File: config.mk
export PLATFORM = sky130hd
export DESIGN_NAME = video_buffer_ctrl
export DESIGN_NICKNAME = d
export VERILOG_FILES = /design/src/rtl/video_pkg.sv /design/src/rtl/scanout_counter.sv /design/src/rtl/video_buffer_ctrl.sv
export SDC_FILE = /design/constraint.sdc
export NUM_CORES = 1
export LEC_CHECK = 0
export BUFFER_PORTS_ARGS = -buffer_cell sky130_fd_sc_hd__buf_2
export CAP_MARGIN = 0
export CORE_MARGIN = 4
export CORE_UTILIZATION = 55
export DETAILED_ROUTE_END_ITERATION = 7
export PLACE_DENSITY = 0.86
export SLEW_MARGIN = 0
export SYNTH_ARGS = -nofsm -noshare
export SYNTH_HDL_FRONTEND = slang
export SYNTH_HIERARCHICAL = 1
export SYNTH_SLANG_ARGS = --single-unit
export TNS_END_PERCENT = 5
File: constraint.sdc
create_clock -name clk -period 3 [get_ports clk]
set_clock_uncertainty 0.15 [all_clocks]
set_input_delay 0.15 -clock clk [delete_from_list [all_inputs] [get_ports clk]]
set_output_delay 0.15 -clock clk [all_outputs]
set_load 0.005 [all_outputs]
File: src/rtl/video_pkg.sv
// Shared constants and write-FSM state type for the double-buffered video frame store.
package video_pkg;

    localparam int PIXELS = 23040;
    localparam int ADDR_W = 15;

    typedef enum logic [1:0] {
        IDLE = 2'd0,
        FILL = 2'd1,
        DONE = 2'd2
    } wr_state_t;

endpackage

File: src/rtl/scanout_counter.sv
// Read-side address counter with frame wrap detection and one-cycle return pipe.
module scanout_counter #(
    parameter int PIXELS = video_pkg::PIXELS,
    parameter int ADDR_W = video_pkg::ADDR_W
) (
    input  logic              clk,
    input  logic              reset_n,
    input  logic              rd_req,
    input  logic              front_sel,
    output logic [ADDR_W-1:0] rd_addr,
    output logic              wrap,
    output logic              rd_valid,
    output logic              rd_first,
    output logic              rd_sel
);

    localparam logic [ADDR_W-1:0] LAST = ADDR_W'(PIXELS - 1);

    assign wrap = rd_req && (rd_addr == LAST);

    // rd_sel remembers which buffer the request went to, so a swap on the same edge cannot redirect the returning data
    always_ff @(posedge clk or negedge reset_n) begin
        if (!reset_n) begin
            rd_addr  <= '0;
            rd_valid <= 1'b0;
            rd_first <= 1'b0;
            rd_sel   <= 1'b0;
        end else begin
            rd_valid <= rd_req;
            rd_first <= rd_req && (rd_addr == '0);
            if (rd_req) begin
                rd_sel  <= front_sel;
                rd_addr <= wrap ? '0 : rd_addr + ADDR_W'(1);
            end
        end
    end

endmodule

File: src/rtl/video_buffer_ctrl.sv
// Double-buffered frame store controller: PPU fills the back buffer while scanout reads the front one.
module video_buffer_ctrl #(
    parameter int PIXELS = video_pkg::PIXELS,
    parameter int ADDR_W = video_pkg::ADDR_W
) (
    input  logic              clk,
    input  logic              reset_n,
    input  logic              frame_start,
    input  logic              px_valid,
    input  logic [1:0]        px_data,
    input  logic              rd_req,
    output logic              rd_valid,
    output logic [1:0]        rd_data,
    output logic              rd_first,
    output logic [ADDR_W-1:0] buf0_addra,
    output logic [1:0]        buf0_dina,
    output logic              buf0_wea,
    output logic              buf0_ena,
    output logic [ADDR_W-1:0] buf0_addrb,
    output logic              buf0_enb,
    input  logic [1:0]        buf0_doutb,
    output logic [ADDR_W-1:0] buf1_addra,
    output logic [1:0]        buf1_dina,
    output logic              buf1_wea,
    output logic              buf1_ena,
    output logic [ADDR_W-1:0] buf1_addrb,
    output logic              buf1_enb,
    input  logic [1:0]        buf1_doutb,
    output logic              front_sel,
    output logic              frame_repeat
);

    import video_pkg::*;

    localparam logic [ADDR_W-1:0] LAST = ADDR_W'(PIXELS - 1);

    wr_state_t         state;
    logic [ADDR_W-1:0] wr_addr;
    logic [ADDR_W-1:0] wr_port_addr;
    logic [ADDR_W-1:0] rd_addr;
    logic              wr_en;
    logic              rd_go;
    logic              wrap;
    logic              rd_sel;
    logic              fill_done;
    logic              swap;

    // A frame_start pixel lands at address 0 even when coming from IDLE or DONE
    assign wr_en        = reset_n && px_valid && (frame_start || state == FILL);
    assign wr_port_addr = frame_start ? '0 : wr_addr;
    assign rd_go        = reset_n && rd_req;
    assign fill_done    = (state == FILL) && px_valid && !frame_start && (wr_addr == LAST);
    // A restarting writer holds no finished frame, so a coincident wrap repeats instead
    assign swap         = wrap && !frame_start && (state == DONE || fill_done);

    always_ff @(posedge clk or negedge reset_n) begin
        if (!reset_n) begin
            state   <= IDLE;
            wr_addr <= '0;
        end else if (frame_start) begin
            state   <= FILL;
            wr_addr <= px_valid ? ADDR_W'(1) : '0;
        end else begin
            case (state)
                FILL: begin
                    if (px_valid) begin
                        if (wr_addr == LAST) begin
                            wr_addr <= '0;
                            state   <= swap ? IDLE : DONE;
                        end else begin
                            wr_addr <= wr_addr + ADDR_W'(1);
                        end
                    end
                end
                DONE: begin
                    if (swap) state <= IDLE;
                end
                default: ;
            endcase
        end
    end

    always_ff @(posedge clk or negedge reset_n) begin
        if (!reset_n) begin
            front_sel    <= 1'b0;
            frame_repeat <= 1'b0;
        end else begin
            frame_repeat <= wrap && !swap;
            if (swap) front_sel <= !front_sel;
        end
    end

    scanout_counter #(
        .PIXELS (PIXELS),
        .ADDR_W (ADDR_W)
    ) u_scanout (
        .clk       (clk),
        .reset_n   (reset_n),
        .rd_req    (rd_go),
        .front_sel (front_sel),
        .rd_addr   (rd_addr),
        .wrap      (wrap),
        .rd_valid  (rd_valid),
        .rd_first  (rd_first),
        .rd_sel    (rd_sel)
    );

    assign buf0_ena   = wr_en && front_sel;
    assign buf0_wea   = wr_en && front_sel;
    assign buf1_ena   = wr_en && !front_sel;
    assign buf1_wea   = wr_en && !front_sel;
    assign buf0_addra = wr_port_addr;
    assign buf1_addra = wr_port_addr;
    assign buf0_dina  = px_data;
    assign buf1_dina  = px_data;

    assign buf0_enb   = rd_go && !front_sel;
    assign buf1_enb   = rd_go && front_sel;
    assign buf0_addrb = rd_addr;
    assign buf1_addrb = rd_addr;

    assign rd_data    = rd_sel ? buf1_doutb : buf0_doutb;

endmodule

After elaboration in Yosys (flattened, before gate mapping)
Index checks and enable logic that the tools add are counted.

storage, ports and cells
  register bits after elaboration = 37
  bits of input ports = 11
  output and inout bits = 76
  logic and storage cells = 57

operators by class
  add/subtract/negate cells = 2
  equal/unequal tests = 7
  muxes and demuxes = 14
  reduce and logical (&&, ||, !) cells = 26

operators by type and width
  cell                                                                     number
  15-bit 2-to-1 mux                                                        6
  15-bit by 1-bit adder with 15-bit output, second input constant          2
  15-bit == test, second input constant                                    2
  1-bit logical AND                                                        15
  15-bit logical NOT                                                       1
  2-bit 2-to-1 mux                                                         6
  3-bit inequality test, second input constant                             2
  2-bit case mux with 2 select lines                                       1
  4-bit AND reduction                                                      1
  2-bit nonzero test                                                       2
  1-bit logical NOT                                                        3
  3-bit by 2-bit inequality test with 1-bit output, second input constant  1
  3-bit nonzero test                                                       1
  2-bit by 1-bit == test with 1-bit output, second input constant          1
  2-bit == test, second input constant                                     1
  1-bit logical OR                                                         2
  2-bit AND reduction                                                      1
  1-bit 2-to-1 mux                                                         1

Depth between registers and ports, before layout
  word-level depth = 11
  depth in mapped cells = 9
  mapped depth without buffers = 8

By module
The synthesis kept the hierarchy.

by module, submodules not included
  module             instances  cells each  area each (um^2)  seq. area each (um^2)
  video_buffer_ctrl  1          186         1624.1            475.5
  scanout_counter    1          80          920.9             450.4

Least setup slack after synthesis
No wires, ideal clock.

  path kind = register to register
  start = register u_scanout.rd_addr[0]
  end = register front_sel
  setup time = 0.069 ns
  arrival time = 1.881 ns
  data required time = 2.781 ns
  slack = 0.901 ns
  cell stages (with the launch flop) = 10
  path buffers = 1
  period minus slack after synthesis = 2.099 ns
  cells stage by stage = dfrtp_1 > ha_1 > nand3_2 > nor3_2 > and3_1 > buf_6 > nand2b_1 > nor2_1 > or4b_1 > nand3_1

between the ends
  word-level cells in the longest chain between the ends = 4

ends and longest elaborated chain
  item                            line                     RTL
  start, declared                 scanout_counter.sv:10    output logic [ADDR_W-1:0] rd_addr,
  start signal, assigned          scanout_counter.sv:33    rd_addr <= wrap ? '0 : rd_addr + ADDR_W'(1);
  15-bit == test                  scanout_counter.sv:19    assign wrap = rd_req && (rd_addr == LAST);
  1-bit logical AND               scanout_counter.sv:19
  named net wrap                  video_buffer_ctrl.sv:43  logic wrap;
  1-bit logical AND (2 in a row)  video_buffer_ctrl.sv:54  assign swap = wrap && !frame_start && (state == DONE || fill_done);
  end signal, assigned            video_buffer_ctrl.sv:89  if (swap) front_sel <= !front_sel;
  end, declared                   video_buffer_ctrl.sv:29  output logic front_sel,

The timed path passes the listed nets, and every way through them passes these cells.
A chain may end at the register's enable or synchronous reset.

Worst setup path in the final report
  start = input port reset_n
  end = register front_sel

between the ends
  word-level cells in the longest chain between the ends = 4

ends and longest elaborated chain
  item                            line                     RTL
  start, declared                 video_buffer_ctrl.sv:7   input logic reset_n,
  1-bit logical AND               video_buffer_ctrl.sv:51  assign rd_go = reset_n && rd_req;
  named net rd_go                 video_buffer_ctrl.sv:42  logic rd_go;
  1-bit logical AND               scanout_counter.sv:19
  named net wrap                  video_buffer_ctrl.sv:43
  1-bit logical AND (2 in a row)  video_buffer_ctrl.sv:54

The timed path passes the listed nets, and every way through them passes these cells.

==> results.md <==
- Outcome: finished clean
- Final Setup Violations: 0
- Placer Congestion: 0.866
- Number of max-slew violations in the final report: 0
- Yosys reg bits: 37
- Total negative slack: 0 ps
- CP Depth: 10
- Ports: 87
- Hold_buf cts: 1
- # DRC: 0
- Postcts setup bufs: 0
- Grt met2 use: 31.8%
- Core Footprint: 0.00441 mm^2
- Crit path kind: in2reg
- Post-synth cell types: 53
- Layout cells sized above 1: 35.3%
- Placed Area: 0.00266 mm^2
- Yosys warnings: 6
- Initial Util: 57.7%
- Async S/R FF share, synth: 100%
- EDFF count, synth: 0
- P_leak: 1.37 nW
- DIE HEIGHT: 76.0 um
- Crit path cell chain: dlygate4sd3_1, buf_2, and2_1, nand3_2, nor3_2, and3_1, nand2b_1, nor2_1, or4b_1, nand3_1
- Worst hold path type: in2reg
- Cell count of the worst reg-to-reg path: 5
- Number of port buffers: 80
- CP max stage cell: dlygate4sd3_1
- Tcrit/Tclk final: 79.8%
- Seq/Total Area, Yosys: 36.4%
- Vias per Instance: 5.84
- Root buf cell: clkbuf_8
- Met1 usage: 22.5%
- WL per Instance: 15.6 um
- TritonCTS clock tree: built
- Relative slew slack: 58.3%
- Hold Vio Cnt, Final: 0
- Total power: 1.23 mW
- Buf+Inv Stages, Crit Path: 2
- H-tree depth: 2
- Initial antenna violation count: 0
- RSZ-0062 raised after global routing: false
- Crit Path Max Fanout: 13
- Layout area overhead: 9.49%
- Rows: 24
- Total wire length: 5630 um
- Fill count: 359
- DR vias: 2108
- Tot GR Track Use: 18.6%
- F_max: 418 MHz
- Die area: 0.00578 mm^2
- Synthesized area per cell: 9.57 um^2
- Drt pass-1 iters: 4
- Worst VDD drop: 0.255 mV
- Min Hold Slack: 43.7 ps
- Antenna Cells: 0
- Top delay family on crit path: simple AND/OR/NAND/NOR gates
- Cts bufs inserted: 5
- Worst r2r dst: wr_addr[10]
- Detail Placement HPWL: 4050 um
- Synth Instances: 266
- GRT Max-Usage Layer: met2
- Worst endpoint required time: 3070 ps
- M3 GR Usage: 5.20%
- Top FF cell, synth: dfrtp_1
- RR Startpoint: wr_addr[0]
- Crit. End Element: flop
- Num Clock Sinks: 37
- Clk_lat worst skew: 280 ps
- CTS-repair resized insts: 0
- Number of global-route vias before repair: 1898
- NumNets Final: 322
- MaxCap Viol Count: 0
- Reg clk slew, reported paths: 70 ps
- Fin crit period: 2390 ps
- Reg2reg setup slack: 680 ps
- Worst-margin pin slew: 624 ps
- Setup crit start kind: input pin
- Crit path arrival time: 2470 ps
- Largest net degree at the start of global routing: 40
- Clock Tree Buf Depth: 2
- Final instance area: 0.00279 mm^2
- Syn Std Cell Area: 0.00254 mm^2
- First-pass GRT wire length: 8960 um
- P per Cell Area: 442 mW/mm^2
- Total grt overflow: 0
- Hold-critical path depth: 2
- Die Span X: 76.0 um
- First DRT Iteration DRCs: 183
- Post-Place Cells: 352
- Critical path origin: reset_n
- Setup crit end: front_sel
- DRT antenna net count: 0
- Syn_nets: 280
- Non-Filler Instances: 361
- Largest stage delay, worst path: 510 ps
## through the flow
step	util, %	setup slack [ps]
3_3_place_gp	60.3	809
3_5_place_dp	60.3	711
5_1_grt	63.1	447
6_report	63.1	606
4_1_cts	63.1	586
2_1_floorplan	-	901
## cells in the mapped netlist (all sizes together) (2+ instances only)
master	n	area share, %
and3	5	1.2
clkbuf	3	0.44
xnor2	12	4.1
o31ai	3	0.88
nand3	12	3.2
o211ai	2	0.59
nor2	23	3.7
o21a	2	0.59
and4	6	2.1
ha	3	1.5
nand4	7	2.0
o311ai	2	0.69
nor4b	5	2.0
a21o	3	0.88
nand3b	3	0.88
nand2	12	1.8
inv	6	0.88
mux2	3	1.3
o31a	2	0.69
xor2	4	1.4
nor2b	16	3.9
nor4	10	3.2
buf	45	14
a221o	4	1.6
nor3	9	2.2
dfrtp	37	36
nand2b	5	1.2
o22ai	2	0.74
a21oi	5	0.98
o21ai	3	0.74
and2	3	0.74
## worst register-to-register path: stages, from the launching register on
cell	delay, ps
dfrtp_1	420
ha_1	280
and4_1	210
and4b_1	600
nor2_1	200
a221o_1	350
## sequential cells by signal, indices dropped and copies added, names as in the netlist
name                flops
u_scanout/rd_addr      15
wr_addr                15
u_scanout/rd_valid      1
frame_repeat            1
u_scanout/rd_first      1
front_sel               1
u_scanout/rd_sel        1
state                   2
## area by class of cell
type	instances	area (um^2)	area share, %
clock buffers	7	86.3	3.10
clock inverters	1	30.0	1.08
inverters	6	22.5	0.808
multi-input cells	175	1230	44.2
flip-flops and latches	37	926	33.2
well taps	52	65.1	2.33
repair buffers	83	425	15.3
## how the worst min path moves through the flow
| stage | start | endpoint |
|---|---|---|
| after floorplan | reset_n | frame_repeat |
| after global placement | reset_n | u_scanout/rd_first |
| after detailed placement | reset_n | u_scanout/rd_addr[3] |
| after CTS | px_valid | wr_addr[0] |
| after global routing | px_valid | wr_addr[0] |
| final | px_valid | wr_addr[0] |
## logic make-up (layout without fill, tap and decap cells)
logic type	Yosys count	after routing	share of synthesized area [%]
compound gates	32	32	9.98
xor+xnor	16	16	5.51
fa+ha+maj	3	3	1.48
buf+inv	54	97	15.2
flops	37	37	36.4
mux	3	3	1.33
simple gates	121	121	30.1
## layer usage
layer  routed length (um)  share of wire, %
met1                 2280                40
met2                 2840                51
met3                  421               7.5
met4                   89               1.6
met5                    0                 0
## power breakdown
group	internal [mW]	switching, mW
Clock	0.271	0.171
Combinational	0.0952	0.101
Sequential	0.531	0.0624
Total	0.897	0.335
## cells in the final DEF, fill, tap and decap left out, drive strengths merged, types with 2 or more instances in the layout
cell	count
a21oi	5
nor4	10
nor3	9
mux2	3
o21a	2
xor2	4
nor2b	16
xnor2	12
nand2b	5
and4	6
ha	3
a21o	3
clkbuf	7
o31ai	3
inv	6
and3	5
nand4	7
nand3b	3
nor4b	5
buf	82
nand3	12
nand2	12
nor2	23
o311ai	2
o211ai	2
o21ai	3
a221o	4
o22ai	2
and2	3
o31a	2
dfrtp	37
No activity file was read; power rests on OpenSTA's default activity.
